$ cat config.mk
export PLATFORM = sky130hd
export DESIGN_NAME = memory_arbiter
export DESIGN_NICKNAME = d
export VERILOG_FILES = /design/src/rtl/memory_arbiter.sv
export SDC_FILE = /design/constraint.sdc
export NUM_CORES = 1
export LEC_CHECK = 0
export ABC_CLOCK_PERIOD_IN_PS = 3100
export CELL_PAD_IN_SITES_DETAIL_PLACEMENT = 1
export CELL_PAD_IN_SITES_GLOBAL_PLACEMENT = 2
export CORE_MARGIN = 1
export CORE_UTILIZATION = 21
export CTS_BUF_LIST = sky130_fd_sc_hd__clkbuf_8 sky130_fd_sc_hd__clkbuf_16
export CTS_CLUSTER_DIAMETER = 60
export DETAILED_ROUTE_END_ITERATION = 6
export PLACE_DENSITY = 0.89
export SETUP_SLACK_MARGIN = 0.15
export SLEW_MARGIN = 0
export SYNTH_ARGS = -nofsm -noshare
export SYNTH_HDL_FRONTEND = slang
export SYNTH_SLANG_ARGS = --single-unit
$ cat constraint.sdc
create_clock -name clk -period 3.1 [get_ports clk]
set_clock_uncertainty 0.15 [all_clocks]
set_input_delay 0.31 -clock clk [delete_from_list [all_inputs] [get_ports clk]]
set_output_delay 0.31 -clock clk [all_outputs]
set_load 0.005 [all_outputs]
$ cat src/rtl/memory_arbiter.sv
// memory_arbiter: shares one single-port word memory between IF and LSU.
// RV32I lane steering, load extension, registered responses with fault flag.
module memory_arbiter #(
  parameter int ADRESS_SIZE  = 32,
  parameter int STARVE_LIMIT = 4
) (
  input  logic                   clk,
  input  logic                   reset_n,
  input  logic                   IfReq,
  input  logic [ADRESS_SIZE-1:0] IfAdress,
  output logic                   IfReady,
  output logic                   IfValid,
  output logic [31:0]            IfData,
  input  logic                   LsReq,
  input  logic                   LsWrite,
  input  logic [2:0]             LsFunct3,
  input  logic [ADRESS_SIZE-1:0] LsAdress,
  input  logic [31:0]            LsWriteData,
  output logic                   LsReady,
  output logic                   LsValid,
  output logic [31:0]            LsData,
  output logic                   LsFault,
  output logic                   MemEn,
  output logic                   WriteEnable,
  output logic [3:0]             ByteEn,
  output logic [ADRESS_SIZE-1:0] MemoryAdress,
  output logic [31:0]            InputData,
  input  logic [31:0]            MemData
);

  localparam int CW = $clog2(STARVE_LIMIT + 1);
  localparam logic [CW-1:0] STARVE_MAX = CW'(STARVE_LIMIT);

  localparam logic [2:0] F3_B  = 3'b000;
  localparam logic [2:0] F3_H  = 3'b001;
  localparam logic [2:0] F3_W  = 3'b010;
  localparam logic [2:0] F3_BU = 3'b100;
  localparam logic [2:0] F3_HU = 3'b101;

  logic          ls_size_b;
  logic          ls_size_h;
  logic          ls_size_w;
  logic          ls_unsigned;
  logic          ls_illegal;
  logic          ls_misaligned;
  logic          ls_fault;
  logic          ls_access;

  logic          if_grant;
  logic          ls_grant;

  logic [CW-1:0] starve_q;
  logic [CW-1:0] starve_d;

  logic [3:0]    st_be;
  logic [31:0]   st_data;
  logic [7:0]    ld_byte;
  logic [15:0]   ld_half;
  logic [31:0]   ld_ext;

  logic          if_valid_q;
  logic          if_valid_d;
  logic [31:0]   if_data_q;
  logic [31:0]   if_data_d;
  logic          ls_valid_q;
  logic          ls_valid_d;
  logic          ls_fault_q;
  logic          ls_fault_d;
  logic [31:0]   ls_data_q;
  logic [31:0]   ls_data_d;

  // IF fetches whole words; the byte offset is dropped.
  logic          unused_if_lsb;
  assign unused_if_lsb = ^IfAdress[1:0];

  // decode funct3 into access size, signedness and legality
  always_comb begin
    ls_size_b   = 1'b0;
    ls_size_h   = 1'b0;
    ls_size_w   = 1'b0;
    ls_unsigned = 1'b0;
    ls_illegal  = 1'b0;
    case (LsFunct3)
      F3_B: ls_size_b = 1'b1;
      F3_H: ls_size_h = 1'b1;
      F3_W: ls_size_w = 1'b1;
      F3_BU: begin
        ls_size_b   = 1'b1;
        ls_unsigned = 1'b1;
        ls_illegal  = LsWrite;
      end
      F3_HU: begin
        ls_size_h   = 1'b1;
        ls_unsigned = 1'b1;
        ls_illegal  = LsWrite;
      end
      default: ls_illegal = 1'b1;
    endcase
    ls_misaligned = (ls_size_h & LsAdress[0])
                  | (ls_size_w & (|LsAdress[1:0]));
    ls_fault      = ls_illegal | ls_misaligned;
  end

  // LSU has priority unless IF has been starved to the limit
  always_comb begin
    if_grant = IfReq & (~LsReq | (starve_q == STARVE_MAX));
    ls_grant = LsReq & ~if_grant;
  end

  assign IfReady = if_grant;
  assign LsReady = ls_grant;

  // count consecutive denied IF cycles, saturating at the limit
  always_comb begin
    starve_d = starve_q;
    if (!IfReq || if_grant) begin
      starve_d = '0;
    end else if (starve_q != STARVE_MAX) begin
      starve_d = starve_q + CW'(1);
    end
  end

  // store lane enables and replicated write data
  always_comb begin
    st_be   = 4'b1111;
    st_data = LsWriteData;
    unique case (1'b1)
      ls_size_b: begin
        st_be   = 4'b0001 << LsAdress[1:0];
        st_data = {4{LsWriteData[7:0]}};
      end
      ls_size_h: begin
        st_be   = LsAdress[1] ? 4'b1100 : 4'b0011;
        st_data = {2{LsWriteData[15:0]}};
      end
      default: begin
        st_be   = 4'b1111;
        st_data = LsWriteData;
      end
    endcase
  end

  // select the addressed lane of the read word and extend it
  always_comb begin
    case (LsAdress[1:0])
      2'd0:    ld_byte = MemData[7:0];
      2'd1:    ld_byte = MemData[15:8];
      2'd2:    ld_byte = MemData[23:16];
      default: ld_byte = MemData[31:24];
    endcase
    ld_half = LsAdress[1] ? MemData[31:16] : MemData[15:0];
    ld_ext  = MemData;
    unique case (1'b1)
      ls_size_b: ld_ext = {{24{~ls_unsigned & ld_byte[7]}}, ld_byte};
      ls_size_h: ld_ext = {{16{~ls_unsigned & ld_half[15]}}, ld_half};
      default:   ld_ext = MemData;
    endcase
  end

  assign ls_access = ls_grant & ~ls_fault;

  // drive the memory port; everything idles at zero without an access
  always_comb begin
    MemEn        = 1'b0;
    WriteEnable  = 1'b0;
    ByteEn       = 4'b0000;
    MemoryAdress = '0;
    InputData    = '0;
    if (if_grant) begin
      MemEn        = 1'b1;
      MemoryAdress = {IfAdress[ADRESS_SIZE-1:2], 2'b00};
    end else if (ls_access) begin
      MemEn        = 1'b1;
      MemoryAdress = {LsAdress[ADRESS_SIZE-1:2], 2'b00};
      if (LsWrite) begin
        WriteEnable = 1'b1;
        ByteEn      = st_be;
        InputData   = st_data;
      end
    end
  end

  // capture responses for the cycle after the grant
  always_comb begin
    if_valid_d = if_grant;
    if_data_d  = if_grant ? MemData : if_data_q;
    ls_valid_d = ls_grant;
    ls_fault_d = ls_grant & ls_fault;
    ls_data_d  = ls_data_q;
    if (ls_grant) begin
      ls_data_d = (ls_fault || LsWrite) ? 32'd0 : ld_ext;
    end
  end

  // state registers
  always_ff @(posedge clk or negedge reset_n) begin
    if (!reset_n) begin
      starve_q   <= '0;
      if_valid_q <= 1'b0;
      if_data_q  <= '0;
      ls_valid_q <= 1'b0;
      ls_fault_q <= 1'b0;
      ls_data_q  <= '0;
    end else begin
      starve_q   <= starve_d;
      if_valid_q <= if_valid_d;
      if_data_q  <= if_data_d;
      ls_valid_q <= ls_valid_d;
      ls_fault_q <= ls_fault_d;
      ls_data_q  <= ls_data_d;
    end
  end

  assign IfValid = if_valid_q;
  assign IfData  = if_data_q;
  assign LsValid = ls_valid_q;
  assign LsFault = ls_fault_q;
  assign LsData  = ls_data_q;

endmodule

# Yosys cells after proc, flatten, opt, wreduce, memory -nomap -nowiden
# Cells that the tools add are included.
# op_classes
eq_ne	8
n_shift	1
mux	27
n_reduce_logical	11
bitwise	15
n_addsub	1
# op_table
op	count
$mux 32	6
$pmux 32 s2	2
$pmux 8 s3	1
$mux 16	1
$mux 4	4
$eq 3x3->1 const B	3
$mux 1	9
$and 1x1->1	8
$pmux 4 s2	1
$reduce_or 2->1	4
$mux 3	2
$not 1->1	4
$shl 1x2->4 const A	1
$add 3x1->3 const B	1
$eq 3x1->1 const B	1
$eq 3x2->1 const B	1
$logic_not 3->1	1
$ne 3x3->1 const B	1
$or 1x1->1	3
$reduce_or 3->1	1
$eq 2x1->1 const B	1
$eq 2x2->1 const B	1
$logic_not 2->1	1
$logic_or 1x1->1	2
other kinds (3)	3
# totals
output_inout_bits	139
ff_bits	70
inputBits	136
wordCells	69

# Logic depth before layout (Yosys ltp)
# Gate-level depths: netlist of run 1.
# depth
word_depth	10
ltp_mapped	8

# Worst setup path before layout of run 1
# OpenSTA, ideal clock, no wires.
# synth_timing
kind	input to output
startpoint	input port LsFunct3[0]
endpoint	output port ByteEn[0]
setup_slack_ns	0.854
required_ns	2.640
arrival_time_ns	1.786
stages	7
cell_sequence	buf_6 -> or4_4 -> a211oi_2 -> nand2_1 -> buf_2 -> buf_2 -> nor2_1
# synth_between
elab_chain_len	10
# synth_lines
element	line	rtl
start: declaration	16	input logic [2:0] LsFunct3,
$eq 3x3->1 or $eq 3x1->1 (tied branches)	83	case (LsFunct3)
$reduce_or 2->1 (no line)	--	
$mux 1	83	
$and 1x1->1	99	ls_misaligned = (ls_size_h & LsAdress[0])
$or 1x1->1	100	| (ls_size_w & (|LsAdress[1:0]));
$or 1x1->1	101	ls_fault = ls_illegal | ls_misaligned;
$not 1->1	160	assign ls_access = ls_grant & ~ls_fault;
$and 1x1->1	160	
$mux 4 (*)	172	end else if (ls_access) begin
$mux 4 (*)	169	if (if_grant) begin
end: declaration	25	output logic [3:0] ByteEn,
# Every way passes the cells marked *; elsewhere a longest branch is shown, timed or not.

# Worst setup path after layout of run 1
# layout_timing
startpoint	input port LsAdress[1]
endpoint	output port InputData[15]
# layout_between
elab_chain_len	8
# layout_lines
element	line	rtl
start: declaration	17	input logic [ADRESS_SIZE-1:0] LsAdress,
$reduce_or 2->1	100	
$and 1x1->1	100	
$or 1x1->1	100	
$or 1x1->1	101	
$not 1->1	160	
$and 1x1->1	160	
$mux 32	172	
$mux 32	169	
end: declaration	27	output logic [31:0] InputData,
# Every way passes these cells.

==> impl_metrics.xml, run 1 <==
<?xml version="1.0" encoding="UTF-8"?>
<metrics>
  <group name="outcome">
    <metric name="outcome" unit="">complete, but fails checks</metric>
    <metric name="violations_in_the_final_reports" unit="">hold timing</metric>
  </group>
  <group name="die">
    <metric name="top_level_ports" unit="">275</metric>
    <metric name="design.core.area" unit="um2">19600</metric>
    <metric name="design.die.area" unit="um2">20700</metric>
    <metric name="die_width" unit="um">144</metric>
    <metric name="floorplan.initialDensity" unit="%">21.6</metric>
    <metric name="die_height" unit="um">144</metric>
    <metric name="row_count" unit="">51</metric>
  </group>
  <group name="critical_path">
    <metric name="timing.reg2reg.worst_path_depth" unit="">8</metric>
    <metric name="worst_path_maximum_fanout" unit="">15</metric>
    <metric name="critical_path_arrival" unit="ps">2520</metric>
    <metric name="cp-end-kind" unit="">output pin</metric>
    <metric name="critPathKind" unit="">in2out</metric>
    <metric name="crit_required" unit="ps">2640</metric>
    <metric name="setup.worst_path.start_class" unit="">input pin</metric>
  </group>
  <group name="cts">
    <metric name="cts_made_buffers" unit="">9</metric>
    <metric name="clock_tree.htree_level_count" unit="">3</metric>
    <metric name="worst_setup_hold_path_clk_slew" unit="ps">60</metric>
    <metric name="clock_insertion_delay_worst_skew" unit="ps">340</metric>
    <metric name="sink_count" unit="">70</metric>
    <metric name="cts_root_buffer" unit="">sky130_fd_sc_hd__clkbuf_16</metric>
    <metric name="hold_buffers" unit="">0</metric>
    <metric name="cts-root-to-sink-buffers" unit="">2</metric>
    <metric name="clock_tree_from_tritoncts" unit="">done</metric>
  </group>
  <group name="sta">
    <metric name="period_minus_slack" unit="ps">2980</metric>
    <metric name="finalHoldWorstSlack" unit="ps">-30.4</metric>
    <metric name="finalCritPeriodShare" unit="%">96.2</metric>
    <metric name="setup_violators_final" unit="">0</metric>
    <metric name="report.final.hold_viol_count" unit="">59</metric>
    <metric name="tightest_slew" unit="ps">936</metric>
    <metric name="rsz_0062_raised_after_global_routing" unit="">yes</metric>
    <metric name="fmax" unit="MHz">335</metric>
    <metric name="max-slew-margin-rel" unit="%">37.6</metric>
    <metric name="report.final.slew_viol_count" unit="">0</metric>
  </group>
  <group name="synthesis">
    <metric name="syn-instance-count" unit="">449</metric>
    <metric name="post_synth_instance_area" unit="um2">4240</metric>
    <metric name="synthMostInstantiatedCell" unit="">sky130_fd_sc_hd__dfrtp_1</metric>
    <metric name="post_synthesis_sequential_area_ratio" unit="%">41.4</metric>
    <metric name="netlist_top_cells_area" unit="">sky130_fd_sc_hd__dfrtp_1 (41%), sky130_fd_sc_hd__mux2_2 (9.3%), sky130_fd_sc_hd__a22o_1 (8.9%)</metric>
    <metric name="flop_and_latch_count_out_of_synthesis" unit="">70</metric>
    <metric name="avgSynthCellArea" unit="um2">9.43</metric>
    <metric name="largest_area_contributor_in_the_synthesized_netlist" unit="">sky130_fd_sc_hd__dfrtp_1</metric>
    <metric name="synthesis.yosys.warnings" unit="">0</metric>
    <metric name="number_of_flops_mapped_to_enable_cells_by_yosys" unit="">0</metric>
    <metric name="yosys.area.top_type_share" unit="%">41.4</metric>
    <metric name="asyncSetResetFlopFracSynth" unit="%">100</metric>
    <metric name="yosys-top-cells-count" unit="">sky130_fd_sc_hd__dfrtp_1 (70), sky130_fd_sc_hd__nand2_1 (61), sky130_fd_sc_hd__nor2_1 (47), sky130_fd_sc_hd__a22o_1 (43), sky130_fd_sc_hd__mux2_2 (35)</metric>
    <metric name="post_synth_num_cell_types" unit="">44</metric>
    <metric name="synth_ff_type" unit="">sky130_fd_sc_hd__dfrtp_1</metric>
  </group>
  <group name="power">
    <metric name="static-leakage-power" unit="nW">3.22</metric>
    <metric name="seqPwrFrac" unit="%">35.6</metric>
    <metric name="power.switching" unit="mW">0.799</metric>
    <metric name="clkPwrFrac" unit="%">35.1</metric>
    <metric name="power-per-cell-area" unit="nW/um2">390</metric>
    <metric name="combPwrFrac" unit="%">29.2</metric>
    <metric name="switching_share" unit="%">27.1</metric>
    <metric name="power.internal" unit="mW">2.15</metric>
    <metric name="worst_ir_drop_vdd" unit="mV">0.302</metric>
  </group>
  <group name="cells_and_area">
    <metric name="final_cell_count_no_fill" unit="">985</metric>
    <metric name="final_layout_size_suffix_gt1_share" unit="%">15.1</metric>
    <metric name="nets" unit="">853</metric>
    <metric name="antenna_cells" unit="">0</metric>
    <metric name="finish.utilization" unit="%">38.7</metric>
    <metric name="layout-area-overhead-vs-synth" unit="%">78.8</metric>
  </group>
  <group name="drt">
    <metric name="drtAntennaViolNets" unit="">0</metric>
    <metric name="detail_route.drc_violations" unit="">0</metric>
    <metric name="vias_per_cell" unit="">4.58</metric>
    <metric name="wl_per_cell" unit="um">19.0</metric>
    <metric name="drt_first_pass_iters" unit="">4</metric>
    <metric name="wl" unit="mm">18.7</metric>
    <metric name="detailroute.via_count" unit="">4511</metric>
    <metric name="drt_iter0_markers" unit="">225</metric>
  </group>
  <group name="global_route">
    <metric name="antenna_found_initial" unit="">0</metric>
    <metric name="global_route.overflow_total" unit="">0</metric>
    <metric name="grt_pass1_wl" unit="mm">27.3</metric>
    <metric name="grt_start_max_net_pins" unit="">71</metric>
    <metric name="grtUsageTotal" unit="%">17.7</metric>
    <metric name="grt_pass1_vias" unit="">4511</metric>
  </group>
  <group name="worst_hold_path">
    <metric name="timing.hold.worst.class" unit="">in2async</metric>
  </group>
  <group name="run">
    <metric name="number_of_max_cap_violations" unit="">0</metric>
  </group>
  <group name="place">
    <metric name="detailedPlacementHpwl" unit="mm">14.4</metric>
    <metric name="placed_cells_incl_taps" unit="">967</metric>
    <metric name="portBuffers" unit="">270</metric>
    <metric name="gp_congestion" unit="">0.750</metric>
  </group>
</metrics>
-- state kept, by name, summed over array words and instances, names as in the netlist --
name,cells
IfValid,1
LsValid,1
starve_q,3
LsFault,1
IfData,32
LsData,32
-- logic make-up (layout without fill, tap and decap cells) --
family | Yosys count | after routing | share of synthesized area [%]
multiplexers | 53 | 53 | 13.9
adder cells (fa/ha/maj) | 2 | 2 | 0.591
buffers and inverters | 51 | 321 | 5.44
AO/OA/AOI/OAI | 135 | 135 | 24.1
AND/OR/NAND/NOR | 137 | 137 | 14.6
flip-flops | 70 | 70 | 41.4
other | 1 | 2 | 0.0885
-- placed cells by master (no fill, tap or decap), drive strengths merged, types with 3 or more instances in the layout --
cell	Yosys	routed
a221oi	3	3
dlymetal6s2s	0	5
dfrtp	70	70
clkdlybuf4s50	0	240
and3	11	11
mux2i	17	17
nand2	61	61
a22o	43	43
dlygate4sd2	0	9
o31ai	17	17
inv	7	9
buf	16	28
nor2	47	47
o21ai	22	22
a21oi	25	25
a32oi	13	13
nand2b	3	3
clkinv	1	3
mux2	35	35
or4b	5	5
clkbuf	27	23
-- through the flow --
stage	total power [mW]	worst slack (ps)	instance area [um2]	setup TNS (ps)	hold WS [ps]
2_1_floorplan	1.36	854	4240	0	-136
5_1_grt	3.10	18.2	7570	0	43.6
4_1_cts	3.00	95.2	7610	0	9.47
3_3_place_gp	1.93	44.8	7300	0	308
6_report	2.95	117	7570	0	-30.4
3_5_place_dp	1.94	-17.9	7300	-17.9	321
-- final timing paths --
kind	from	to	slack, ps
worst max register to register	starve_q[0]	LsData[11]	970
worst min register to register	LsData[22]	LsData[22]	330
max in group asynchronous	reset_n	LsData[20]	2230
worst max-delay path	LsAdress[1]	InputData[15]	120
worst min-delay path	reset_n	IfData[26]	-30
min in group clk	LsData[22]	LsData[22]	330
-- worst max-delay path, cell delays in order --
cell and delay [ps]:
sky130_fd_sc_hd__clkdlybuf4s50_1 420, sky130_fd_sc_hd__or4_4 540, sky130_fd_sc_hd__a211oi_4 290, sky130_fd_sc_hd__nand2_2 120, sky130_fd_sc_hd__buf_12 160, sky130_fd_sc_hd__a21oi_1 120
sky130_fd_sc_hd__clkdlybuf4s50_1 540
-- timing repair --
item                       in CTS  in global routing
cloned                          1                  0
resized for setup              24                 33
buffers inserted                1                  0
setup endpoints to repair      68                 60
-- per-layer routing --
metal	wire length, um	track usage, %	up-vias	share of wire [%]
met5	0	0	-	0
met4	265	4.42	0	1.4
met3	1010	3.81	16	5.4
met1	8100	23.3	2186	43
met2	9290	29.2	134	50
li1	-	-	2175	-
-- power groups by stage --
stage                     sequential [mW]  clock [mW]  combinational [mW]
after global routing                 1.06        1.10               0.934
after CTS                            1.05        1.07               0.877
after floorplan                      1.07           0               0.284
after detailed placement             1.07           0               0.872
final                                1.05        1.04               0.863
after global placement               1.06           0               0.863
-- cell type report --
cell class / instances / area, um2
Inverter: 8 / 30.0
Sequential cell: 70 / 1750
Tap cell: 265 / 332
Multi-Input combinational cell: 329 / 2280
Timing Repair Buffer: 297 / 2880
Clock inverter: 7 / 75.1
Fill cell: 2286 / 12000
Clock buffer: 9 / 225
(Power assumes the default switching activity.)
==> run 2, diff against run 1 <==
- PLACE_DENSITY: 0.89 -> not set
- PLACE_DENSITY_LB_ADDON: not set -> 0.1
==> run 2 against run 1 <==
The flow still finishes with violations (hold timing). First-iteration DRC count fell by 26%. Highest routed layer unchanged. Non-clock buffer count is 14 higher. Clock-buffer cell count is 1 higher. Fmax rose by 3.7%. Largest cell class unchanged. Combinational power increased by 1%. Die area stayed put. Global-route usage rose by 0.12 points.
==> impl_metrics.xml, run 2 (synthesized netlist as in run 1, its figures left out) <==
<?xml version="1.0" encoding="UTF-8"?>
<metrics>
  <group name="sta">
    <metric name="finalSetupTns" unit="ps">0</metric>
    <metric name="max-slew-margin-rel" unit="%">37.4</metric>
    <metric name="timing.final.ws_setup" unit="ps">223</metric>
    <metric name="finalCritPeriodShare" unit="%">92.8</metric>
    <metric name="report.final.hold_viol_count" unit="">44</metric>
    <metric name="report.final.slew_viol_count" unit="">0</metric>
    <metric name="finalHoldWorstSlack" unit="ps">-32.3</metric>
    <metric name="period_minus_slack" unit="ps">2880</metric>
    <metric name="rsz_0062_raised_after_global_routing" unit="">no</metric>
    <metric name="setup_violators_final" unit="">0</metric>
    <metric name="fmax" unit="MHz">348</metric>
    <metric name="tightest_slew" unit="ps">938</metric>
  </group>
  <group name="outcome">
    <metric name="outcome" unit="">complete, but fails checks</metric>
    <metric name="violations_in_the_final_reports" unit="">hold timing</metric>
  </group>
  <group name="critical_path">
    <metric name="crit_required" unit="ps">2640</metric>
    <metric name="critPathKind" unit="">in2out</metric>
    <metric name="r2r_start" unit="">starve_q[0]</metric>
    <metric name="cp-end-kind" unit="">output pin</metric>
    <metric name="timing.reg2reg.worst_path_depth" unit="">7</metric>
    <metric name="worst_setup_startpoint" unit="">LsWrite</metric>
    <metric name="setup.worst_path.end" unit="">InputData[3]</metric>
    <metric name="reg2reg_setup_slack" unit="ps">890</metric>
    <metric name="worst_path_maximum_fanout" unit="">14</metric>
    <metric name="critical_path_arrival" unit="ps">2420</metric>
    <metric name="end_of_the_worst_register_to_register_path" unit="">IfData[2]</metric>
    <metric name="setup.worst_path.start_class" unit="">input pin</metric>
  </group>
  <group name="worst_hold_path">
    <metric name="timing.hold.worst.class" unit="">in2async</metric>
  </group>
  <group name="power">
    <metric name="combPwrFrac" unit="%">30.2</metric>
    <metric name="seqPwrFrac" unit="%">36.5</metric>
    <metric name="switching_share" unit="%">27.4</metric>
    <metric name="power.internal" unit="mW">2.10</metric>
    <metric name="clkPwrFrac" unit="%">33.3</metric>
    <metric name="power.total" unit="mW">2.89</metric>
    <metric name="power-per-cell-area" unit="nW/um2">370</metric>
    <metric name="worst_ir_drop_vdd" unit="mV">0.230</metric>
    <metric name="power.switching" unit="mW">0.791</metric>
    <metric name="static-leakage-power" unit="nW">3.79</metric>
  </group>
  <group name="cts">
    <metric name="clock_tree_from_tritoncts" unit="">done</metric>
    <metric name="hold_buffers" unit="">0</metric>
    <metric name="clock_tree.htree_level_count" unit="">3</metric>
    <metric name="cts-root-to-sink-buffers" unit="">2</metric>
    <metric name="cts_root_buffer" unit="">sky130_fd_sc_hd__clkbuf_16</metric>
    <metric name="cts_made_buffers" unit="">9</metric>
    <metric name="sink_count" unit="">70</metric>
    <metric name="clock_insertion_delay_worst_skew" unit="ps">340</metric>
    <metric name="worst_setup_hold_path_clk_slew" unit="ps">60</metric>
  </group>
  <group name="global_route">
    <metric name="global_route.overflow_total" unit="">0</metric>
    <metric name="grt_start_max_net_pins" unit="">71</metric>
    <metric name="antenna_found_initial" unit="">1</metric>
    <metric name="grtUsageTotal" unit="%">17.8</metric>
    <metric name="grt_pass1_wl" unit="mm">28.0</metric>
    <metric name="grt_pass1_vias" unit="">4992</metric>
  </group>
  <group name="place">
    <metric name="gp_congestion" unit="">0.726</metric>
    <metric name="detailedPlacementHpwl" unit="mm">14.1</metric>
    <metric name="portBuffers" unit="">270</metric>
    <metric name="dp_slack" unit="ps">-48.0</metric>
  </group>
  <group name="drt">
    <metric name="detailroute.via_count" unit="">4709</metric>
    <metric name="vias_per_cell" unit="">4.71</metric>
    <metric name="drtAntennaViolNets" unit="">0</metric>
    <metric name="wl" unit="mm">18.8</metric>
    <metric name="detail_route.drc_violations" unit="">0</metric>
    <metric name="drt_first_pass_iters" unit="">4</metric>
    <metric name="wl_per_cell" unit="um">18.8</metric>
    <metric name="drt_iter0_markers" unit="">166</metric>
  </group>
  <group name="cells_and_area">
    <metric name="nets" unit="">867</metric>
    <metric name="final_layout_size_suffix_gt1_share" unit="%">15.3</metric>
    <metric name="layout.cells.most_common_list" unit="">sky130_fd_sc_hd__clkdlybuf4s50_1 (211), sky130_fd_sc_hd__dfrtp_1 (70), sky130_fd_sc_hd__nand2_1 (60)</metric>
    <metric name="final_common_cell" unit="">sky130_fd_sc_hd__clkdlybuf4s50_1</metric>
    <metric name="finish.utilization" unit="%">39.8</metric>
    <metric name="layout-area-overhead-vs-synth" unit="%">84.3</metric>
  </group>
  <group name="die">
    <metric name="top_level_ports" unit="">275</metric>
    <metric name="design.core.area" unit="um2">19600</metric>
    <metric name="die_height" unit="um">144</metric>
    <metric name="design.die.area" unit="um2">20700</metric>
    <metric name="row_count" unit="">51</metric>
    <metric name="floorplan.initialDensity" unit="%">21.6</metric>
    <metric name="die_width" unit="um">144</metric>
  </group>
  <group name="run">
    <metric name="number_of_max_cap_violations" unit="">0</metric>
  </group>
</metrics>
[run 2: stage by stage]
step           hold slack [ps]  area, um2  instances
3_3_place_gp               298       7300        969
2_1_floorplan             -136       4240        450
6_report                 -32.3       7810       1000
3_5_place_dp               321       7300        969
4_1_cts                   3.99       7610        989
5_1_grt                   36.9       7810       1000
[run 2: critical path: stages]
cell and delay, ps:
sky130_fd_sc_hd__clkdlybuf4s50_1 430, sky130_fd_sc_hd__a221o_1 360, sky130_fd_sc_hd__a211oi_4 350, sky130_fd_sc_hd__buf_6 170, sky130_fd_sc_hd__buf_12 130, sky130_fd_sc_hd__and3_1 160
sky130_fd_sc_hd__clkdlybuf4s50_1 490
[run 2: worst min-delay path by stage]
| stage | cells past startpoint | start | slack (ps) | to |
|---|---|---|---|---|
| after floorplan | 0 | reset_n | -140 | IfData[0] |
| after global placement | 1 | starve_q[0] | 300 | starve_q[0] |
| after detailed placement | 2 | LsData[28] | 320 | LsData[28] |
| after CTS | 1 | reset_n | 4 | LsData[29] |
| after global routing | 1 | reset_n | 40 | IfData[6] |
| final | 1 | reset_n | -30 | LsData[29] |
[run 2: cell type report]
type / count / area, um2
Fill cell: 2249 / 11800
Timing Repair Buffer: 311 / 3130
Multi-Input combinational cell: 329 / 2290
Sequential cell: 70 / 1750
Tap cell: 265 / 332
Clock buffer: 10 / 239
Clock inverter: 6 / 37.5
Inverter: 8 / 30.0
Antenna cell: 1 / 2.50
[run 2: power by group through the flow]
stage	Sequential, mW	Clock (mW)	Combinational, mW
after floorplan	1.07	0	0.284
after CTS	1.05	1.00	0.876
final	1.05	0.963	0.873
after global routing	1.07	1.04	0.948
after global placement	1.06	0	0.859
after detailed placement	1.07	0	0.870
[run 2: repair_timing]
action	4_1_cts	5_1_grt
endpoints found under the setup margin	68	65
resized for setup	25	40
cloned	1	2
pin swaps	2	3
setup buffers	3	8
[run 2: routing by layer]
layer / vias to the layer above / routed length (um) / global-route usage (%)
met4: 0 / 154 / 3.64
met5: - / 0 / 0
li1: 2199 / - / -
met3: 11 / 1400 / 5.60
met2: 161 / 9450 / 31.1
met1: 2338 / 7810 / 21.4
